`config.mk`:
```
export PLATFORM = sky130hd
export DESIGN_NAME = mem_port_arbiter_flat
export DESIGN_NICKNAME = d
export VERILOG_FILES = /design/src/rtl/mem_port_arbiter_if.sv /design/src/rtl/mem_port_arbiter.sv /design/src/flat_wrapper.sv
export SDC_FILE = /design/constraint.sdc
export NUM_CORES = 1
export LEC_CHECK = 0
export ABC_AREA = 0
export CAP_MARGIN = 0
export CORE_ASPECT_RATIO = 1.25
export CORE_MARGIN = 1.5
export CORE_UTILIZATION = 25
export CTS_BUF_LIST = sky130_fd_sc_hd__clkbuf_4 sky130_fd_sc_hd__clkbuf_8
export DETAILED_ROUTE_END_ITERATION = 12
export GPL_ROUTABILITY_DRIVEN = 0
export SLEW_MARGIN = 20
export SYNTH_ARGS = -nofsm -noshare
export SYNTH_HDL_FRONTEND = slang
export SYNTH_SLANG_ARGS = --single-unit
```
`constraint.sdc`:
```
create_clock -name clk -period 9.4 [get_ports clk]
set_input_delay 1.41 -clock clk [delete_from_list [all_inputs] [get_ports clk]]
set_output_delay 1.41 -clock clk [all_outputs]
set_load 0.03 [all_outputs]
```
`src/rtl/mem_port_arbiter_if.sv`:
```
// mem_port_arbiter_if: CPU fetch/data ports and memory req/ack bus seen by mem_port_arbiter.
interface mem_port_arbiter_if;
    logic        if_req, if_ready;
    logic [31:0] if_addr, if_rdata;
    logic        d_read, d_ready;
    logic [3:0]  d_we;
    logic [31:0] d_addr, d_wdata, d_rdata;
    logic [31:0] mem_addr, mem_wdata, mem_rdata;
    logic        mem_read, mem_ack;
    logic [3:0]  mem_write;
    logic        cpu_stall, bus_err;
    modport slave (
        input  if_req, if_addr, d_read, d_we, d_addr, d_wdata, mem_rdata, mem_ack,
        output if_rdata, if_ready, d_rdata, d_ready, mem_addr, mem_read, mem_write, mem_wdata,
               cpu_stall, bus_err
    );
    modport master (
        output if_req, if_addr, d_read, d_we, d_addr, d_wdata, mem_rdata, mem_ack,
        input  if_rdata, if_ready, d_rdata, d_ready, mem_addr, mem_read, mem_write, mem_wdata,
               cpu_stall, bus_err
    );
endinterface

```
`src/rtl/mem_port_arbiter.sv`:
```
// mem_port_arbiter: round-robin fetch/data arbiter onto one req/ack memory; MEM_TIMEOUT_EN adds a BUSY timeout.
module mem_port_arbiter #(
    parameter int TIMEOUT_CYC = 255
) (
    input logic clk,
    input logic rst,
    mem_port_arbiter_if.slave bus
);
    typedef enum logic [2:0] {IDLE, BUSY_IF, BUSY_D, RESP, DONE} state_t;
    state_t      state, state_n;
    logic        last_d, last_d_n;
    logic [31:0] addr_n, wdata_n, if_rdata_n, d_rdata_n;
    logic [3:0]  write_n;
    logic        read_n, if_ready_n, d_ready_n;
    logic        d_req, pick_d, busy, timeout;
    assign d_req = bus.d_read | (|bus.d_we);
    assign pick_d = d_req & (~bus.if_req | ~last_d);
    assign busy = (state == BUSY_IF) | (state == BUSY_D);
    assign bus.cpu_stall = (bus.if_req & ~bus.if_ready) | (d_req & ~bus.d_ready);
`ifdef MEM_TIMEOUT_EN
    logic [7:0] cnt;
    assign timeout = busy & ~bus.mem_ack & (cnt == 8'(TIMEOUT_CYC - 1));
    always_ff @(posedge clk or posedge rst)
        if (rst) begin
            cnt <= '0;
            bus.bus_err <= 1'b0;
        end else begin
            cnt <= (busy & ~bus.mem_ack) ? cnt + 8'd1 : 8'd0;
            bus.bus_err <= bus.bus_err | timeout;
        end
`else
    logic [7:0] unused_cyc;
    assign unused_cyc = 8'(TIMEOUT_CYC);
    assign timeout = 1'b0;
    assign bus.bus_err = 1'b0;
`endif
    always_comb begin
        state_n = state;
        last_d_n = last_d;
        addr_n = bus.mem_addr;
        read_n = bus.mem_read;
        write_n = bus.mem_write;
        wdata_n = bus.mem_wdata;
        if_rdata_n = bus.if_rdata;
        d_rdata_n = bus.d_rdata;
        if_ready_n = 1'b0;
        d_ready_n = 1'b0;
        case (state)
            IDLE: if (bus.if_req | d_req) begin
                state_n = pick_d ? BUSY_D : BUSY_IF;
                last_d_n = pick_d;
                addr_n = pick_d ? bus.d_addr : bus.if_addr;
                read_n = pick_d ? ~|bus.d_we : 1'b1;
                write_n = pick_d ? bus.d_we : 4'd0;
                wdata_n = pick_d ? bus.d_wdata : 32'd0;
            end
            BUSY_IF, BUSY_D: if (bus.mem_ack | timeout) begin
                // timeout only fires without ack, so ack always takes priority
                state_n = RESP;
                read_n = 1'b0;
                write_n = 4'd0;
                addr_n = timeout ? 32'd0 : bus.mem_addr;
                wdata_n = timeout ? 32'd0 : bus.mem_wdata;
                if_ready_n = state == BUSY_IF;
                d_ready_n = state == BUSY_D;
                if (state == BUSY_IF) if_rdata_n = timeout ? 32'hDEAD_BEEF : bus.mem_rdata;
                else if (bus.mem_read | timeout) d_rdata_n = timeout ? 32'hDEAD_BEEF : bus.mem_rdata;
            end
            RESP: state_n = DONE;
            DONE: state_n = IDLE;
            default: state_n = IDLE;
        endcase
    end
    always_ff @(posedge clk or posedge rst)
        if (rst) begin
            state <= IDLE;
            last_d <= 1'b1;
            bus.mem_addr <= '0;
            bus.mem_read <= 1'b0;
            bus.mem_write <= '0;
            bus.mem_wdata <= '0;
            bus.if_rdata <= '0;
            bus.d_rdata <= '0;
            bus.if_ready <= 1'b0;
            bus.d_ready <= 1'b0;
        end else begin
            state <= state_n;
            last_d <= last_d_n;
            bus.mem_addr <= addr_n;
            bus.mem_read <= read_n;
            bus.mem_write <= write_n;
            bus.mem_wdata <= wdata_n;
            bus.if_rdata <= if_rdata_n;
            bus.d_rdata <= d_rdata_n;
            bus.if_ready <= if_ready_n;
            bus.d_ready <= d_ready_n;
        end
endmodule

```
`src/flat_wrapper.sv`:
```
// flat-port wrapper written by rule: the top's interface ports become plain ports
module mem_port_arbiter_flat 
#(
    parameter int TIMEOUT_CYC = 255
)
  (clk, rst, bus_if_req, bus_if_addr, bus_d_read, bus_d_we, bus_d_addr, bus_d_wdata, bus_mem_rdata, bus_mem_ack, bus_if_rdata, bus_if_ready, bus_d_rdata, bus_d_ready, bus_mem_addr, bus_mem_read, bus_mem_write, bus_mem_wdata, bus_cpu_stall, bus_bus_err);
  mem_port_arbiter_if bus_i ();
  input logic clk;
  input logic rst;
  input wire logic [$bits(bus_i.if_req)-1:0] bus_if_req;
  input wire logic [$bits(bus_i.if_addr)-1:0] bus_if_addr;
  input wire logic [$bits(bus_i.d_read)-1:0] bus_d_read;
  input wire logic [$bits(bus_i.d_we)-1:0] bus_d_we;
  input wire logic [$bits(bus_i.d_addr)-1:0] bus_d_addr;
  input wire logic [$bits(bus_i.d_wdata)-1:0] bus_d_wdata;
  input wire logic [$bits(bus_i.mem_rdata)-1:0] bus_mem_rdata;
  input wire logic [$bits(bus_i.mem_ack)-1:0] bus_mem_ack;
  output wire logic [$bits(bus_i.if_rdata)-1:0] bus_if_rdata;
  output wire logic [$bits(bus_i.if_ready)-1:0] bus_if_ready;
  output wire logic [$bits(bus_i.d_rdata)-1:0] bus_d_rdata;
  output wire logic [$bits(bus_i.d_ready)-1:0] bus_d_ready;
  output wire logic [$bits(bus_i.mem_addr)-1:0] bus_mem_addr;
  output wire logic [$bits(bus_i.mem_read)-1:0] bus_mem_read;
  output wire logic [$bits(bus_i.mem_write)-1:0] bus_mem_write;
  output wire logic [$bits(bus_i.mem_wdata)-1:0] bus_mem_wdata;
  output wire logic [$bits(bus_i.cpu_stall)-1:0] bus_cpu_stall;
  output wire logic [$bits(bus_i.bus_err)-1:0] bus_bus_err;
  assign bus_i.if_req = bus_if_req;
  assign bus_i.if_addr = bus_if_addr;
  assign bus_i.d_read = bus_d_read;
  assign bus_i.d_we = bus_d_we;
  assign bus_i.d_addr = bus_d_addr;
  assign bus_i.d_wdata = bus_d_wdata;
  assign bus_i.mem_rdata = bus_mem_rdata;
  assign bus_i.mem_ack = bus_mem_ack;
  assign bus_if_rdata = bus_i.if_rdata;
  assign bus_if_ready = bus_i.if_ready;
  assign bus_d_rdata = bus_i.d_rdata;
  assign bus_d_ready = bus_i.d_ready;
  assign bus_mem_addr = bus_i.mem_addr;
  assign bus_mem_read = bus_i.mem_read;
  assign bus_mem_write = bus_i.mem_write;
  assign bus_mem_wdata = bus_i.mem_wdata;
  assign bus_cpu_stall = bus_i.cpu_stall;
  assign bus_bus_err = bus_i.bus_err;
  mem_port_arbiter #(.TIMEOUT_CYC(TIMEOUT_CYC)) u_core (.clk(clk), .rst(rst), .bus(bus_i));
endmodule
```
Word level (Yosys, flattened, before mapping)
Cells that the tools add are included.
Word-level totals
  logic and storage cells: 55
  flip-flop bits (word level): 139
  bits of input ports: 137
  output and inout bits: 137
Cells by class
  eq/ne operators: 5
  mux-type cells: 18
  reductions and logical operators: 10
  bitwise operators: 12
Operator list (number)
  32-bit two-way mux: 2
  4-bit two-way mux: 3
  3-bit case mux with 3 select lines: 1
  4-bit case mux with 2 select lines: 1
  1-bit two-way mux: 7
  3-bit by 2-bit == test with 1-bit output, second input constant: 2
  3-bit two-way mux: 2
  3-bit AND reduction: 2
  1-bit inverter: 5
  1-bit bitwise OR: 4
  2-bit AND reduction: 2
  4-bit AND reduction: 1
  4-bit OR reduction: 1
  1-bit bitwise AND: 3
  3-bit by 1-bit == test with 1-bit output, second input constant: 1
  3-bit logical NOT: 1
  2-bit two-way mux: 1
  2-bit by 1-bit != test with 1-bit output, second input constant: 1
  2-bit != test, second input constant: 1
  1-bit case mux with 2 select lines: 1
  2-bit nonzero test: 1
  2-bit OR reduction: 1
  1-bit logical NOT: 1

Longest topological paths before layout
Gate-level depths: netlist of run 1.
  depth after elaboration: 6
  gate-level depth with buffers: 6
  gate-level depth less buffers: 4

Worst setup path before layout of run 1
Ideal clock, no wire load.
  kind: input -> output
  from: in bus_d_we[2]
  to: out bus_cpu_stall
  data required time: 7.990 ns
  stages: 3
  data arrival time: 2.376 ns
  path slack: 5.614 ns
  path buffers: 0
  path through: or4_4 > nor2_1 > o22ai_1
On the way
  word-level cells in the longest chain between the ends: 4
RTL lines
  start, declared: RTL line flat_wrapper.sv:13  | input wire logic [$bits(bus_i.d_we)-1:0] bus_d_we;
  4-bit OR reduction: RTL line mem_port_arbiter.sv:16  | assign d_req = bus.d_read | (|bus.d_we);
  1-bit bitwise OR: RTL line mem_port_arbiter.sv:16
  1-bit bitwise AND: RTL line mem_port_arbiter.sv:19  | assign bus.cpu_stall = (bus.if_req & ~bus.if_ready) | (d_req & ~bus.d_ready);
  1-bit bitwise OR: RTL line mem_port_arbiter.sv:19
  end, declared: RTL line flat_wrapper.sv:26  | output wire logic [$bits(bus_i.cpu_stall)-1:0] bus_cpu_stall;
No other way between the ends.

Worst setup path in the final report of run 1
Ends and elaborated chain as after synthesis.

==> results.sh, run 1 <==
export IMPL_cts_sinks=139
export IMPL_startpoint_type="primary input"
export IMPL_grt_max_degree=76
export IMPL_drive_gt1_share_pct=16.1
export IMPL_cp_common_cell="clkdlybuf4s50_1"
export IMPL_fin_crit_sh_pct=52.6
export IMPL_max_stage_delay_ns=0.62
export IMPL_multi_input_area_um2=1900
export IMPL_place_area_um2=8500
export IMPL_reg2regPathDepth=4
export IMPL_routed_wl_mm=15.6
export IMPL_ys_seq_area_share_pct=63.2
export IMPL_synthArstFlopShare_pct=100
export IMPL_crit_buf_inv=2
export IMPL_finalSetupViolCount=0
export IMPL_synth_cell_area_um2=5500
export IMPL_post_place_ws_ns=4.47
export IMPL_clk_path_buf_depth=2
export IMPL_leakagePower_nw=3.73
export IMPL_rsz0062_at_grt="no"
export IMPL_crit_family="buffers and inverters"
export IMPL_end_kind="output port"
export IMPL_grt_pass1_wl_mm=24.0
export IMPL_hpwl_mm=11.3
export IMPL_p_per_area_nw_per_um2=366
export IMPL_route_antenna_remaining_nets=0
export IMPL_cp_arrival_ns=3.54
export IMPL_synth_top_area_share_pct=62.7
export IMPL_worstSetupPathType="primary input to output port"
export IMPL_drt_pass1_iter_count=4
export IMPL_cap_violations=0
export IMPL_ys_seq_elements=139
export IMPL_rows=60
export IMPL_worst_hold_path_num_cells=1
export IMPL_yosysWarnings=0
export IMPL_cts_repair_resized=0
export IMPL_n_fill_cell=1983
export IMPL_setup_ws_ns=4.45
export IMPL_synth_edf_count=0
export IMPL_track_usage_pct=13.5
export IMPL_numPortBuffers=272
export IMPL_hold_path_class="flop to flop"
export IMPL_outcome="completed"
export IMPL_yosysTopAreaCell="dfrtp_1"
export IMPL_die_w_um=136
export IMPL_regArea_um2=3480
export IMPL_cp_cell_sequence="clkdlybuf4s50_1, or4_4, nor2_1, o22ai_1, clkdlybuf4s50_1"
export IMPL_cp_depth=5
export IMPL_pin_count=274
export IMPL_antenna_cells=0
export IMPL_final_cell_area_um2=8890
export IMPL_slowest_stage="clkdlybuf4s50_1"
export IMPL_start_util_pct=25.5
export IMPL_final_hold_viol_count=0
export IMPL_die_y_um=169
export IMPL_relSlewSlack_pct=36.8
export IMPL_finalSetupTns_ns=0
export IMPL_layout_nets=806
export IMPL_syn_mean_instance_area_um2=13.9
export IMPL_drc=0
export IMPL_timing_hold_ws_ns=0.501
export IMPL_design_die_area_um2=22900
export IMPL_required_ns=7.99
export IMPL_drtIter0Drc=128
export IMPL_num_vias=4239
export IMPL_numCtsBuffers=17
export IMPL_clk_latency_ns=0.44
export IMPL_vias_per_cell=4.41
export IMPL_antenna_found_initial=0
export IMPL_path_clk_slew_ns=0.08
export IMPL_report_final_slew_viol_count=0
export IMPL_core_um2=21500
export IMPL_fin_skew_ns=0.0131
export IMPL_syn_inst=397
export IMPL_final_util_pct=41.3
export IMPL_routedWlPerCell_um=16.2
export IMPL_max_freq_ghz=0.202
export IMPL_cts_setup_buffers=0
export IMPL_ir_drop_uv=167
export IMPL_first_global_vias=4658
export IMPL_cts_htree_levels=4
export IMPL_synth_nets=534
export IMPL_clockRootBuffer="clkbuf_8"
export IMPL_worst_path_max_fanout=3
export IMPL_cts_tree="built"
export IMPL_area_growth_pct=61.6
export IMPL_synth_distinct_cells=32
export IMPL_yosys_top_cells_area="dfrtp_1 (63%), mux2_2 (13%), mux2i_1 (5.8%)"
export IMPL_worst_pin_slew_ns=0.948
export IMPL_min_period_ns=4.95
export IMPL_ys_flop_type="dfrtp_1"
export IMPL_overflow=0
export IMPL_cts_hold_buffers_added=0
## flip-flops by register name, indices dropped and copies added, names as in the netlist
signal	flops
u_core.bus.d_rdata	32
u_core.bus.if_rdata	32
u_core.bus.mem_addr	32
u_core.bus.mem_wdata	32
u_core.bus.mem_write	4
u_core.state	3
u_core.bus.d_ready	1
u_core.bus.if_ready	1
u_core.bus.mem_read	1
u_core.last_d	1
## power breakdown
| part | switching (mW) | internal (mW) | leakage [nW] | total, mW |
|---|---|---|---|---|
| clock network | 0.248 | 0.221 | 0.183 | 0.469 |
| registers | 0.156 | 0.878 | 1.69 | 1.03 |
| logic | 0.976 | 0.776 | 1.86 | 1.75 |
| total | 1.38 | 1.88 | 3.73 | 3.26 |
## worst reg2reg max path, stage by stage (launching register included)
cell     delay (ns)
dfrtp_1        0.46
or3_1          0.49
nor3_4         0.53
buf_6          0.28
a22o_1         0.18
## cell type report
class                      count  share of cell area (%)
tap                          279                    3.92
clock inverter                14                    1.52
multi-input combinational    231                    21.4
clock buffer                  18                    2.79
inverter                       2                   0.141
timing repair buffer         278                    31.2
sequential                   139                    39.1
## per-stage QoR
stage	power [mW]	cells
after CTS	3.30	960
final	3.26	961
after global placement	2.77	928
after global routing	3.45	961
after floorplan	2.06	397
after detailed placement	2.81	928
## metal layers
| metal | global-route usage, % | routed length [µm] | up-vias |
|---|---|---|---|
| met3 | 5.84 | 1680 | 15 |
| li1 | - | - | 1972 |
| met1 | 14.6 | 5800 | 2040 |
| met4 | 4.72 | 250 | 0 |
| met5 | 0 | 0 | - |
| met2 | 23.5 | 7850 | 212 |
## kinds of logic after synthesis
family                 Yosys count  synth area share [%]
AO/OA/AOI/OAI                   82                  10.5
buffers and inverters           27                  2.84
flip-flops                     139                  63.2
multiplexers                    96                  18.9
other                            1                0.0681
AND/OR/NAND/NOR                 52                  4.43
## worst paths after layout
kind,slack [ns],from,end
worst max-delay path,4.45,bus_d_we[2],bus_cpu_stall
worst min-delay path,0.50,u_core.bus.mem_wdata[20]$_DFFE_PP0P_,u_core.bus.mem_wdata[20]$_DFFE_PP0P_
worst max register to register,7.40,u_core.state[0]$_DFFE_PP0P_,u_core.bus.mem_wdata[1]$_DFFE_PP0P_
worst min register to register,0.50,u_core.bus.mem_wdata[20]$_DFFE_PP0P_,u_core.bus.mem_wdata[20]$_DFFE_PP0P_
max in group asynchronous,6.56,rst,u_core.bus.mem_addr[23]$_DFFE_PP0P_
min in group asynchronous,1.42,rst,u_core.bus.mem_wdata[3]$_DFFE_PP0P_
## Yosys cell counts (3+ instances only)
library cell / n
a21oi_1: 36
a22o_1: 33
a32o_1: 4
buf_2: 14
buf_8: 3
clkbuf_1: 7
dfrtp_1: 138
mux2_2: 64
mux2i_1: 32
nand2_1: 3
nand2b_1: 4
nor2_1: 36
## layout by cell type, fill, tap and decap left out
cell             instances
and3b_1                  1
clkinv_4                 3
buf_4                    5
clkdlybuf4s50_1        272
nor3_4                   1
mux2_2                  64
dfrtp_1                138
a21oi_1                 36
o21ai_4                  2
clkinv_2                 1
conb_1                   1
or4_4                    1
nand2_1                  3
clkbuf_8                18
a21oi_4                  1
o21ai_0                  2
a22o_1                  33
clkinvlp_4               4
nor3b_4                  1
dfstp_2                  1
inv_6                    6
a21o_1                   2
or3_1                    1
buf_6                    1
mux2i_1                 32
and2_1                   1
and3_1                   1
nor4_1                   1
nor2_1                  36
nand2b_1                 4
bufinv_16                1
a32o_1                   4
inv_1                    1
o22ai_1                  1
a221oi_1                 1
nor3_1                   1
(Power assumes the default switching activity.)
==> run 2: changes to the inputs <==
clock period = 4.05 ns   (was 9.4 ns; I/O delays follow)
==> run 2 against run 1 <==
Effect of this change: die area is the same; non-clock buffer count up 1; wire length increased by 0.77%; final cell count is 0.10% higher; sequential cell count unchanged; hold slack got worse by 0.00063 ns; critical path type unchanged; setup slack worse by 3.7 ns.
==> results.sh, run 2 (synthesis results as in run 1) <==
export IMPL_timing_rr_end="u_core.bus.mem_addr[5]$_DFFE_PP0P_"
export IMPL_slowest_stage="clkdlybuf4s50_1"
export IMPL_reg2regPathDepth=5
export IMPL_final_common_cell="clkdlybuf4s50_1"
export IMPL_die_w_um=136
export IMPL_report_final_slew_viol_count=0
export IMPL_finalSetupTns_ns=0
export IMPL_antenna_found_initial=0
export IMPL_crit_family="buffers and inverters"
export IMPL_design_die_area_um2=22900
export IMPL_track_usage_pct=13.5
export IMPL_cp_common_cell="clkdlybuf4s50_1"
export IMPL_leakagePower_nw=3.75
export IMPL_start_util_pct=25.5
export IMPL_rsz0062_at_grt="no"
export IMPL_drt_pass1_iter_count=4
export IMPL_overflow=0
export IMPL_startpoint_type="primary input"
export IMPL_worstSetupPathType="primary input to output port"
export IMPL_pin_count=274
export IMPL_die_y_um=169
export IMPL_cts_hold_buffers_added=0
export IMPL_p_per_area_nw_per_um2=852
export IMPL_final_hold_viol_count=0
export IMPL_cap_violations=0
export IMPL_outcome="completed"
export IMPL_max_freq_ghz=0.301
export IMPL_num_vias=4237
export IMPL_timing_reg2reg_setup_slack_ns=1.84
export IMPL_first_global_vias=4578
export IMPL_routedWlPerCell_um=16.3
export IMPL_worst_pin_slew_ns=0.853
export IMPL_layout_nets=807
export IMPL_worst_path_max_fanout=3
export IMPL_clk_latency_ns=0.43
export IMPL_route_antenna_remaining_nets=0
export IMPL_cp_cell_sequence="clkdlybuf4s50_1, or4_4, nor2_1, o22ai_1, clkdlybuf4s50_1"
export IMPL_cts_setup_buffers=0
export IMPL_fin_crit_sh_pct=81.9
export IMPL_grt_max_degree=140
export IMPL_hp_start="u_core.bus.mem_wdata[12]$_DFFE_PP0P_"
export IMPL_path_clk_slew_ns=0.07
export IMPL_antenna_cells=0
export IMPL_finalSetupViolCount=0
export IMPL_relSlewSlack_pct=42.6
export IMPL_drive_gt1_share_pct=16.3
export IMPL_grt_pass1_wl_mm=24.0
export IMPL_rows=60
export IMPL_fin_skew_ns=0.0140
export IMPL_cts_sinks=139
export IMPL_vias_per_cell=4.40
export IMPL_drc=0
export IMPL_p_total_mw=7.60
export IMPL_min_to="u_core.bus.mem_wdata[12]$_DFFE_PP0P_"
export IMPL_crit_buf_inv=2
export IMPL_numCtsBuffers=17
export IMPL_min_period_ns=3.32
export IMPL_final_cell_mix="clkdlybuf4s50_1 (272), dfrtp_1 (138), mux2_2 (64)"
export IMPL_clockRootBuffer="clkbuf_8"
export IMPL_cts_repair_resized=0
export IMPL_ir_drop_uv=418
export IMPL_routed_wl_mm=15.7
export IMPL_clk_path_buf_depth=2
export IMPL_drtIter0Drc=107
export IMPL_numPortBuffers=272
export IMPL_hold_path_class="flop to flop"
export IMPL_required_ns=3.44
export IMPL_area_growth_pct=62.1
export IMPL_cp_arrival_ns=2.71
export IMPL_hpwl_mm=11.2
export IMPL_max_stage_delay_ns=0.62
export IMPL_r2r_start="u_core.state[0]$_DFFE_PP0P_"
export IMPL_cts_htree_levels=4
export IMPL_core_um2=21500
export IMPL_end_kind="output port"
export IMPL_cts_tree="built"
export IMPL_worst_hold_path_num_cells=1
-- run 2: per-layer routing --
layer / up-vias / global-route usage (%) / wire length [µm]
met5: - / 0 / 0
met4: 0 / 4.25 / 195
met3: 14 / 5.75 / 1740
met2: 191 / 23.5 / 7800
met1: 2056 / 14.6 / 5960
li1: 1976 / - / -
-- run 2: worst max path at each step --
stage	to	slack, ns	startpoint	depth (start not counted)
2_1_floorplan	u_core.bus.d_rdata[0]$_DFFE_PP0P_	1.71	rst	1
3_3_place_gp	bus_cpu_stall	0.75	bus_d_we[2]	5
3_5_place_dp	bus_cpu_stall	0.71	bus_d_we[2]	5
4_1_cts	bus_cpu_stall	0.72	bus_d_we[2]	5
5_1_grt	bus_cpu_stall	0.67	bus_d_we[2]	5
6_report	bus_cpu_stall	0.73	bus_d_we[2]	5
-- run 2: final cells by class --
class	instances	area [µm²]
repair buffers	279	2790
well taps	279	349
flip-flops and latches	139	3480
clock buffers	19	255
inverters	2	11.3
fillers	1994	12600
multi-input cells	231	1890
clock inverters	13	141
-- run 2: report_power, final --
part / internal, mW / switching [mW] / total (mW)
logic: 1.81 / 2.27 / 4.07
registers: 2.04 / 0.365 / 2.40
clock network: 0.575 / 0.548 / 1.12
total: 4.42 / 3.18 / 7.60
-- run 2: through the flow --
stage	setup WS (ns)	utilization (%)	hold WS, ns	std cells	area, µm²
floorplan	1.71	-	0.507	397	5510
global placement	0.748	39.5	0.484	929	8510
detailed placement	0.714	39.5	0.482	929	8510
CTS	0.715	41.3	0.504	961	8910
global route	0.674	41.4	0.507	962	8920
finish	0.731	41.4	0.500	962	8920
==> run 3: changes to the inputs <==
clock period = 2.7 ns   (was 4.05 ns; I/O delays follow)
==> run 3 against run 2 <==
Effect of this change: sequential power increased by 51%; wire length increased by 3.2%; sequential share of layout area decreased by 0.85 points; via count increased by 2.3%; hold slack got worse by 0.020 ns; final cell count increased by 1.5%; critical path type unchanged; critical endpoint unchanged; largest power group unchanged.
==> results.sh, run 3 (synthesis results as in run 1) <==
export IMPL_drive_gt1_share_pct=18.1
export IMPL_internal_power_mw=6.70
export IMPL_finalSetupViolCount=0
export IMPL_drt_pass1_iter_count=4
export IMPL_fin_crit_sh_pct=85.9
export IMPL_leakagePower_nw=3.85
export IMPL_antenna_found_initial=0
export IMPL_hpwl_mm=12.0
export IMPL_route_antenna_remaining_nets=0
export IMPL_required_ns=2.30
export IMPL_design_die_area_um2=22900
export IMPL_report_final_slew_viol_count=0
export IMPL_place_area_um2=8700
export IMPL_final_cell_mix="clkdlybuf4s50_1 (271), dfrtp_1 (138), mux2_2 (64)"
export IMPL_drc=0
export IMPL_timing_reg2reg_setup_slack_ns=0.75
export IMPL_die_w_um=136
export IMPL_worst_pin_slew_ns=0.808
export IMPL_final_common_cell="clkdlybuf4s50_1"
export IMPL_worst_path_max_fanout=3
export IMPL_num_vias=4334
export IMPL_numCtsBuffers=17
export IMPL_swShare_pct=41.8
export IMPL_p_total_mw=11.5
export IMPL_pin_count=274
export IMPL_antenna_cells=0
export IMPL_numPortBuffers=272
export IMPL_hold_path_class="primary input to asynchronous set/reset pin"
export IMPL_grt_pass1_wl_mm=25.1
export IMPL_rows=60
export IMPL_clockRootBuffer="clkbuf_8"
export IMPL_start_util_pct=25.5
export IMPL_end_kind="output port"
export IMPL_drtIter0Drc=86
export IMPL_cts_setup_buffers=0
export IMPL_p_per_area_nw_per_um2=1260
export IMPL_layout_nets=821
export IMPL_outcome="completed"
export IMPL_clk_path_buf_depth=2
export IMPL_cts_tree="built"
export IMPL_clk_latency_ns=0.43
export IMPL_cts_repair_resized=0
export IMPL_routedWlPerCell_um=16.6
export IMPL_rsz0062_at_grt="no"
export IMPL_track_usage_pct=14.2
export IMPL_final_util_pct=42.3
export IMPL_relSlewSlack_pct=46.0
export IMPL_cp_arrival_ns=1.91
export IMPL_cts_hold_buffers_added=0
export IMPL_switching_power_mw=4.82
export IMPL_finalSetupTns_ns=0
export IMPL_ir_drop_uv=591
export IMPL_vias_per_cell=4.44
export IMPL_routed_wl_mm=16.2
export IMPL_overflow=0
export IMPL_die_y_um=169
export IMPL_core_um2=21500
export IMPL_worstSetupPathType="primary input to output port"
export IMPL_path_clk_slew_ns=0.08
export IMPL_cts_htree_levels=4
export IMPL_area_growth_pct=65.7
export IMPL_first_global_vias=4788
export IMPL_cts_sinks=139
export IMPL_cap_violations=0
export IMPL_final_cell_area_um2=9120
export IMPL_fin_skew_ns=0.0106
export IMPL_grt_max_degree=59
export IMPL_power_share_clock_pct=14.8
export IMPL_pwr_share_comb_pct=53.8
export IMPL_startpoint_type="primary input"
export IMPL_seqPwrFrac_pct=31.4
export IMPL_min_period_ns=2.32
export IMPL_final_hold_viol_count=0
export IMPL_max_freq_ghz=0.431
==> run 3: cell types whose count changed in the layout (fill, tap and decap cells not counted), sizes merged <==
cell | previous run | this run
inv | 4 | 7
buf | 7 | 22
clkinvlp | 4 | 3
clkinv | 5 | 4
clkbuf | 19 | 18
clkdlybuf4s50 | 272 | 271
==> run 3: layout make-up <==
type	instances	area [µm²]
sequential	139	3480
fill	1963	12400
inverter	2	11.3
multi-input combinational	231	1890
timing repair buffer	293	2990
clock buffer	18	241
clock inverter	14	159
tap	279	349
==> run 3: power by group through the flow <==
stage / Sequential [mW] / Combinational, mW / Clock [mW]
2_1_floorplan: 5.39 / 1.79 / 0
3_5_place_dp: 3.65 / 6.25 / 0
4_1_cts: 3.64 / 6.25 / 1.80
6_report: 3.62 / 6.20 / 1.71
5_1_grt: 3.75 / 6.58 / 1.90
3_3_place_gp: 3.61 / 6.13 / 0
==> run 3: final timing paths <==
path                                                       from                                    to  cells past startpoint
max                                                 bus_d_we[2]                         bus_cpu_stall                      5
max reg2reg                         u_core.state[0]$_DFFE_PP0P_    u_core.bus.mem_addr[1]$_DFFE_PP0P_                      5
min in group clk           u_core.bus.mem_wdata[16]$_DFFE_PP0P_  u_core.bus.mem_wdata[16]$_DFFE_PP0P_                      1
max in group asynchronous                                   rst             u_core.last_d$_DFFE_PP1P_                      3
min                                                         rst  u_core.bus.mem_wdata[24]$_DFFE_PP0P_                      2
min reg2reg                u_core.bus.mem_wdata[16]$_DFFE_PP0P_  u_core.bus.mem_wdata[16]$_DFFE_PP0P_                      1
==> run 3: layer usage <==
metal	global-route usage, %	wire length, µm	vias up
met2	25.0	8230	197
li1	-	-	1996
met1	15.3	6060	2122
met5	0	0	-
met3	5.45	1640	19
met4	5.66	284	0
==> run 3: metrics by stage <==
| stage | hold slack, ns | worst slack [ns] | cells |
|---|---|---|---|
| floorplan | 0.507 | 0.561 | 397 |
| global placement | 0.482 | 0.191 | 943 |
| detailed placement | 0.482 | 0.115 | 943 |
| CTS | 0.466 | 0.359 | 975 |
| global route | 0.481 | 0.299 | 976 |
| finish | 0.480 | 0.380 | 976 |
==> run 3: worst max-delay path, stage by stage <==
cell and delay, ns:
clkdlybuf4s50_1 0.45, or4_4 0.59, nor2_1 0.16, o22ai_1 0.12, buf_4 0.19
